==> src/rtl/calc_datapath.sv <==
// Operand/result datapath for the calculator.
// Captures hex digits into operands A and B, latches the operation code,
// computes add/sub/and in one cycle and multiply iteratively (one bit per
// cycle), and selects the display value from the control FSM phase.
module calc_datapath #(
    parameter int W = 16
) (
    input  logic         clk,
    input  logic         rst,
    input  logic [3:0]   digit,
    input  logic [1:0]   op_sel,
    input  logic         trigger_1,
    input  logic         trigger_2,
    input  logic         trigger_op,
    input  logic         reset_a_reg,
    input  logic [2:0]   estado,
    output logic [W-1:0] disp_value,
    output logic [2:0]   count_a,
    output logic [2:0]   count_b,
    output logic         busy,
    output logic         result_valid,
    output logic         ovf
);

    localparam int CW = $clog2(W);

    typedef enum logic [1:0] {
        OP_ADD = 2'b00,
        OP_SUB = 2'b01,
        OP_MUL = 2'b10,
        OP_AND = 2'b11
    } op_e;

    logic [W-1:0]   r_op_a;
    logic [W-1:0]   r_op_b;
    logic [2:0]     r_count_a;
    logic [2:0]     r_count_b;
    op_e            r_op_reg;
    logic [W-1:0]   r_result;
    logic           r_busy;
    logic           r_result_valid;
    logic           r_ovf;
    logic [2*W-1:0] r_acc;
    logic [W-1:0]   r_mul_b;
    logic [CW-1:0]  r_bit_cnt;

    logic [W:0]     w_add_sum;
    logic [W-1:0]   w_sub_diff;
    logic           w_borrow;
    logic [2*W-1:0] w_mul_addend;
    logic [2*W-1:0] w_mul_sum;
    logic           w_mul_last;
    logic [W-1:0]   w_disp;

    // Arithmetic helpers: full-width add, borrow-aware subtract, one multiply step.
    always_comb begin
        w_add_sum    = {1'b0, r_op_a} + {1'b0, r_op_b};
        w_sub_diff   = r_op_a - r_op_b;
        w_borrow     = (r_op_a < r_op_b);
        if (r_mul_b[0]) begin
            w_mul_addend = {{W{1'b0}}, r_op_a} << r_bit_cnt;
        end else begin
            w_mul_addend = {(2*W){1'b0}};
        end
        w_mul_sum    = r_acc + w_mul_addend;
        w_mul_last   = (r_bit_cnt == CW'(W - 1));
    end

    // Operand entry: shift digits in until four have been taken; later digits are dropped.
    always_ff @(posedge clk or negedge rst) begin
        if (!rst) begin
            r_op_a    <= {W{1'b0}};
            r_op_b    <= {W{1'b0}};
            r_count_a <= 3'd0;
            r_count_b <= 3'd0;
        end else if (reset_a_reg) begin
            r_op_a    <= {W{1'b0}};
            r_op_b    <= {W{1'b0}};
            r_count_a <= 3'd0;
            r_count_b <= 3'd0;
        end else begin
            if (trigger_1 && (r_count_a < 3'd4)) begin
                r_op_a    <= {r_op_a[W-5:0], digit};
                r_count_a <= r_count_a + 3'd1;
            end
            if (trigger_2 && (r_count_b < 3'd4)) begin
                r_op_b    <= {r_op_b[W-5:0], digit};
                r_count_b <= r_count_b + 3'd1;
            end
        end
    end

    // Compute engine: start on trigger_op when idle, finish single-cycle ops next
    // cycle, and walk the multiplier one bit of B per cycle.
    always_ff @(posedge clk or negedge rst) begin
        if (!rst) begin
            r_op_reg       <= OP_ADD;
            r_result       <= {W{1'b0}};
            r_busy         <= 1'b0;
            r_result_valid <= 1'b0;
            r_ovf          <= 1'b0;
            r_acc          <= {(2*W){1'b0}};
            r_mul_b        <= {W{1'b0}};
            r_bit_cnt      <= {CW{1'b0}};
        end else if (reset_a_reg) begin
            r_op_reg       <= OP_ADD;
            r_result       <= {W{1'b0}};
            r_busy         <= 1'b0;
            r_result_valid <= 1'b0;
            r_ovf          <= 1'b0;
            r_acc          <= {(2*W){1'b0}};
            r_mul_b        <= {W{1'b0}};
            r_bit_cnt      <= {CW{1'b0}};
        end else if (!r_busy) begin
            if (trigger_op) begin
                r_op_reg       <= op_e'(op_sel);
                r_result_valid <= 1'b0;
                r_busy         <= 1'b1;
                r_acc          <= {(2*W){1'b0}};
                r_mul_b        <= r_op_b;
                r_bit_cnt      <= {CW{1'b0}};
            end
        end else begin
            case (r_op_reg)
                OP_ADD: begin
                    {r_ovf, r_result} <= w_add_sum;
                    r_busy            <= 1'b0;
                    r_result_valid    <= 1'b1;
                end
                OP_SUB: begin
                    r_result       <= w_sub_diff;
                    r_ovf          <= w_borrow;
                    r_busy         <= 1'b0;
                    r_result_valid <= 1'b1;
                end
                OP_AND: begin
                    r_result       <= r_op_a & r_op_b;
                    r_ovf          <= 1'b0;
                    r_busy         <= 1'b0;
                    r_result_valid <= 1'b1;
                end
                OP_MUL: begin
                    r_acc     <= w_mul_sum;
                    r_mul_b   <= r_mul_b >> 1;
                    r_bit_cnt <= r_bit_cnt + CW'(1);
                    if (w_mul_last) begin
                        r_result       <= w_mul_sum[W-1:0];
                        r_ovf          <= |w_mul_sum[2*W-1:W];
                        r_busy         <= 1'b0;
                        r_result_valid <= 1'b1;
                    end
                end
                default: begin
                    r_result       <= {W{1'b0}};
                    r_ovf          <= 1'b0;
                    r_busy         <= 1'b0;
                    r_result_valid <= 1'b1;
                end
            endcase
        end
    end

    // Display select by FSM phase; an unfinished result shows as zero.
    always_comb begin
        w_disp = {W{1'b0}};
        case (estado)
            3'd0:    w_disp = r_op_a;
            3'd1:    w_disp = r_op_b;
            3'd2:    w_disp = {{(W-2){1'b0}}, r_op_reg};
            3'd3: begin
                if (r_result_valid) begin
                    w_disp = r_result;
                end else begin
                    w_disp = {W{1'b0}};
                end
            end
            default: w_disp = {W{1'b0}};
        endcase
    end

    assign disp_value   = w_disp;
    assign count_a      = r_count_a;
    assign count_b      = r_count_b;
    assign busy         = r_busy;
    assign result_valid = r_result_valid;
    assign ovf          = r_ovf;

endmodule

==> config.mk <==
export PLATFORM = sky130hd
export DESIGN_NAME = calc_datapath
export DESIGN_NICKNAME = d
export VERILOG_FILES = /design/src/rtl/calc_datapath.sv
export SDC_FILE = /design/constraint.sdc
export NUM_CORES = 1
export LEC_CHECK = 0
export CAP_MARGIN = 10
export CORE_ASPECT_RATIO = 0.6
export CORE_UTILIZATION = 60
export DETAILED_ROUTE_END_ITERATION = 16
export PLACE_DENSITY = 0.82
export SLEW_MARGIN = 20
export SYNTH_ARGS = -nofsm -noshare
export SYNTH_HDL_FRONTEND = slang
export SYNTH_SLANG_ARGS = --single-unit
export TNS_END_PERCENT = 20
==> constraint.sdc <==
create_clock -name clk -period 6.69 [get_ports clk]
set_input_delay 0.669 -clock clk [delete_from_list [all_inputs] [get_ports clk]]
set_output_delay 0.669 -clock clk [all_outputs]
set_load 0.02 [all_outputs]
-- Word level (Yosys, flattened, before mapping)
Cells that the tools add are included.
- bits in registers: 111
- word-level logic and storage cells: 93
- input bits: 15
- output and inout port bits: 25
- bitwise operators: 1
- add/subtract/negate cells: 6
- eq/ne operators: 11
- muxes and demuxes: 44
- shifts and indexed selects: 1
- $lt $le $gt $ge: 3
- reduce and logical (&&, ||, !) cells: 15
- operator list (kind ; number):
    $mux W16 ; 12
    $mux W32 ; 5
    $pmux W16 S4 ; 2
    $add A32 B32 Y32 ; 1
    $shl A16 B4 Y32 ; 1
    $add A16 B16 Y17 ; 1
    $and A16 B16 Y16 ; 1
    $lt A16 B16 Y1 ; 1
    $mux W4 ; 4
    $reduce_or A16 Y1 ; 1
    $sub A16 B16 Y16 ; 1
    $mux W3 ; 4
    $mux W1 ; 11
    $reduce_and A2 Y1 ; 4
    $reduce_bool A2 Y1 ; 4
    $add A3 B1 Y3 const B ; 2
    $eq A3 B2 Y1 const B ; 2
    $lt A3 B3 Y1 const B ; 2
    $mux W2 ; 3
    $add A4 B1 Y4 const B ; 1
    $eq A2 B2 Y1 const B ; 2
    $eq A4 B4 Y1 const B ; 1
    $ne A4 B4 Y1 const B ; 1
    $pmux W1 S2 ; 2
    other kinds (11) ; 12

-- Logic depth before layout (Yosys ltp)
- word-level depth: 8
- depth in mapped cells: 20
- mapped depth without buffers: 17

-- Worst setup path before layout
OpenSTA, ideal clock, no wires.
- path type: flip-flop to flip-flop
- start: reg r_bit_cnt[0]
- end: reg r_ovf, in the netlist ovf
- cell stages (with the launch flop): 18
- setup time: 131 ps
- path buffers: 3
- required time: 6559 ps
- arrival: 4453 ps
- period minus slack after synthesis: 4584 ps
- setup slack: 2106 ps
- path through: dfrtp_1 clkbuf_1 buf_1 mux2_2 o21ai_0 nor2_1 o311a_1 ha_1 buf_2 nand4_2 or2_0 or4_1 nand2_2 o21a_4 mux2i_1 or4_4 nor4_2 o31ai_1
- word-level cells in the longest chain between the ends: 8
- elaborated cells between the ends (all ways): 11
- those cells by class: add/sub (1); eq/ne (2); shift (1); mux (5); reduce/logical (2)
- RTL lines (what ; line ; RTL):
    start: declaration ; 45 ; logic [CW-1:0] r_bit_cnt;
    start signal: assignment ; 104 ; r_bit_cnt <= {CW{1'b0}};
    start signal: assignment ; 113 ; r_bit_cnt <= {CW{1'b0}};
    start signal: assignment ; 121 ; r_bit_cnt <= {CW{1'b0}};
    $shl A16 B4 Y32 ; 61 ; w_mul_addend = {{W{1'b0}}, r_op_a} << r_bit_cnt;
    $mux W32 ; 60 ; if (r_mul_b[0]) begin
    $add A32 B32 Y32 ; 65 ; w_mul_sum = r_acc + w_mul_addend;
    $reduce_or A16 Y1 ; 148 ; r_ovf <= |w_mul_sum[2*W-1:W];
    $mux W1 ; 146 ; if (w_mul_last) begin
    $pmux W1 S4 ; 124 ; case (r_op_reg)
    $mux W1 ; 114 ; end else if (!r_busy) begin
    $mux W1 ; 105 ; end else if (reset_a_reg) begin
    end signal: assignment ; 126 ; {r_ovf, r_result} <= w_add_sum;
    end signal: assignment ; 132 ; r_ovf <= w_borrow;
    end signal: assignment ; 148 ;
    end: declaration ; 42 ; logic r_ovf;
Parallel ways exist; a longest one is shown, timed or not. The select of a mux whose other input is x is not followed.
A chain may end at the register's enable or synchronous reset.

-- Final worst setup path
- start: reg r_bit_cnt[1]
- end: reg r_ovf, in the netlist ovf
The elaborated chain is that of the path after synthesis.

==> impl_metrics.ini <==
[route]
vias = 9256
drt_wl_total_um = 30300
via_per_inst = 6.75
drtAntennaViolNets = 0
wl_per_cell_um = 22.1
firstDrtPassIters = 9
drc_errors = 0
drtIter0Drc = 1227

[synth]
syn_inst = 1181
synth_cell_type_count = 78
synth-edff-count = 0
syn_nets = 1265
avgSynthCellArea_um2 = 7.95
synth_area_um2 = 9390
synthArstFlopShare_pct = 100
synth_area_leaders = dfrtp_1, ha_1, nand2_1
yosysMostFrequentCell = nand2_1
synthFlopType = dfrtp_1
synth.cells.most_frequent = nand2_1, dfrtp_1, a21oi_1, o21ai_0, nor2_1
netlist.area_leader.share_pct = 29.6
seq_area_frac_synth_pct = 29.6
synth_top_cell_by_area = dfrtp_1
synth-warning-count = 0
ys_ff_latch = 111

[floorplan]
die_w_um = 164
start_util_pct = 61.3
die_area_um2 = 16200
core_um2 = 15300
rows = 35
ios = 40
die_h_um = 98.9

[clock_tree]
cts_tree = yes
clock_sinks = 111
cts_resized = 0
cts_root_buffer = clkbuf_16
clk_latency_ns = 0.37
cts_hold_buf = 0
post_cts_buffers = 0
clk_pin_slew_ns = 0.09
numCtsBuffers = 9
cts.path.max_buffers = 2
htree_levels = 3

[placed_design]
dpl_cell_area_um2 = 9800
gp_congestion = 0.995
portBuffers = 39
place_hpwl_um = 22200
dp.cells = 1355

[grt]
grt_overflow_total = 0
grt_pass1_vias = 8315
grt_max_degree = 64
grt_pass1_wl_um = 47400
grt_usage_pct = 38.6
antenna_found_initial = 0

[setup_path]
critPathLaunchType = flop
arrival_ns = 5.57
criticalPathCategory = flop to flop
required_ns = 6.92
path_max_fanout = 28
worst_setup_path_end_kind = flop

[power_and_ir_drop]
p_total_mw = 1.55
powerDensity_nw_per_um2 = 153
vdd_drop_max_mv = 0.123
p_leak_nw = 4.40

[timing]
maxClockFrequency_mhz = 187
holdWs_ns = 0.397
drv_slew = 0
max_slew_margin_pct = 27.5
final.min_clock_period_ns = 5.34
setup_viol = 0
period_share_pct = 79.8
rsz0062_at_grt = false
setup_tns_ns = 0
clock_skew_ns = 0.0129
worst_pin_slew_ns = 1.09
hold_viol_final = 0

[cells_and_area]
num_antenna_cells = 0
fin_nets = 1247
fin_cells = 1371
drive_above_1_share_pct = 5.14
largest_reg_flops = 32
top_register = r_acc
syn2layout_area_growth_pct = 7.80
final_design_area_no_fill_um2 = 10100

[hold_path]
hold_path_class = input port to asynchronous set/reset pin

[run_status]
status = complete, no violations

[job]
cap_violations = 0
## per-layer routing
metal  routed length [µm]  share of wire, %  vias up  track usage (%)
met3                 4510                15       39             16.8
met5                    0                 0        -                0
met2                11500                38      544             49.1
li1                     -                 -     4251                -
met4                  454               1.5        0             6.20
met1                13800                46     4422             59.4
## critical path: stages, from the launching register on
cell and delay, ns:
dfrtp_1 0.92, clkinv_1 0.53, a211oi_1 0.32, a21oi_1 0.09
a22oi_1 0.26, nor2b_1 0.19, a211oi_1 0.08, ha_1 0.50
nand4_2 0.17, or2_0 0.26, or4_1 0.51, nand2_2 0.17
o21a_4 0.18, mux2i_1 0.10, or4_4 0.53, nor4_2 0.28
o31ai_1 0.09
## final timing paths
check | depth (start not counted) | slack [ns] | to | from
min reg2reg | 2 | 0.49 | r_mul_b[13] | r_mul_b[13]
max | 16 | 1.35 | ovf | r_bit_cnt[1]
max in group asynchronous | 2 | 5.09 | r_op_a[10] | rst
max reg2reg | 16 | 1.35 | ovf | r_bit_cnt[1]
min in group clk | 2 | 0.49 | r_mul_b[13] | r_mul_b[13]
min | 1 | 0.40 | r_acc[7] | rst
## layout make-up
cell class	instances	area (µm²)
Multi-Input combinational cell	933	6080
Sequential cell	111	2780
Tap cell	203	254
Inverter	58	218
Fill cell	1309	5200
Timing Repair Buffer	50	473
Clock buffer	9	225
Clock inverter	7	104
## kinds of logic (layout without fill, tap and decap cells)
kind of cell	Yosys count	in the layout	share of synthesized area [%]
AO/OA/AOI/OAI	386	386	27.2
XOR/XNOR	38	38	3.54
adder cells (fa/ha/maj)	69	69	9.43
buffers and inverters	137	124	5.94
flip-flops	111	111	29.6
multiplexers	43	43	5.21
AND/OR/NAND/NOR	397	397	19.1
## power breakdown
group	switching [mW]	internal, mW
Combinational	0.145	0.0842
Clock	0.323	0.281
Sequential	0.0303	0.685
## metrics by stage
step / utilization [%] / setup slack, ns
5_1_grt: 66.1 / 0.988
4_1_cts: 66.1 / 1.48
6_report: 66.1 / 1.35
3_3_place_gp: 63.8 / 1.75
3_5_place_dp: 63.9 / 1.51
2_1_floorplan: - / 2.11
## placed cells by master, fill, tap and decap left out, types with 6 or more instances in the layout
cell type        count
a211oi_1            19
a21o_1              23
a21oi_1            107
a222oi_1            14
a22o_1              15
a22oi_1             12
a31oi_1             10
a32o_1               7
buf_4               11
clkbuf_16            9
clkdlybuf4s50_1     37
dfrtp_1            111
ha_1                66
inv_1               54
mux2_2               7
mux2i_1             32
nand2_1            193
nand2b_1            13
nand3_1             19
nand4_1              7
nor2_1              74
nor2b_1             15
nor3_1              31
o211ai_1            12
o21a_1              10
o21ai_0             75
o21bai_1            11
o31ai_1             27
or3_1                6
xnor2_1             23
xor2_1              15
Power figures use the tool's default switching activity.
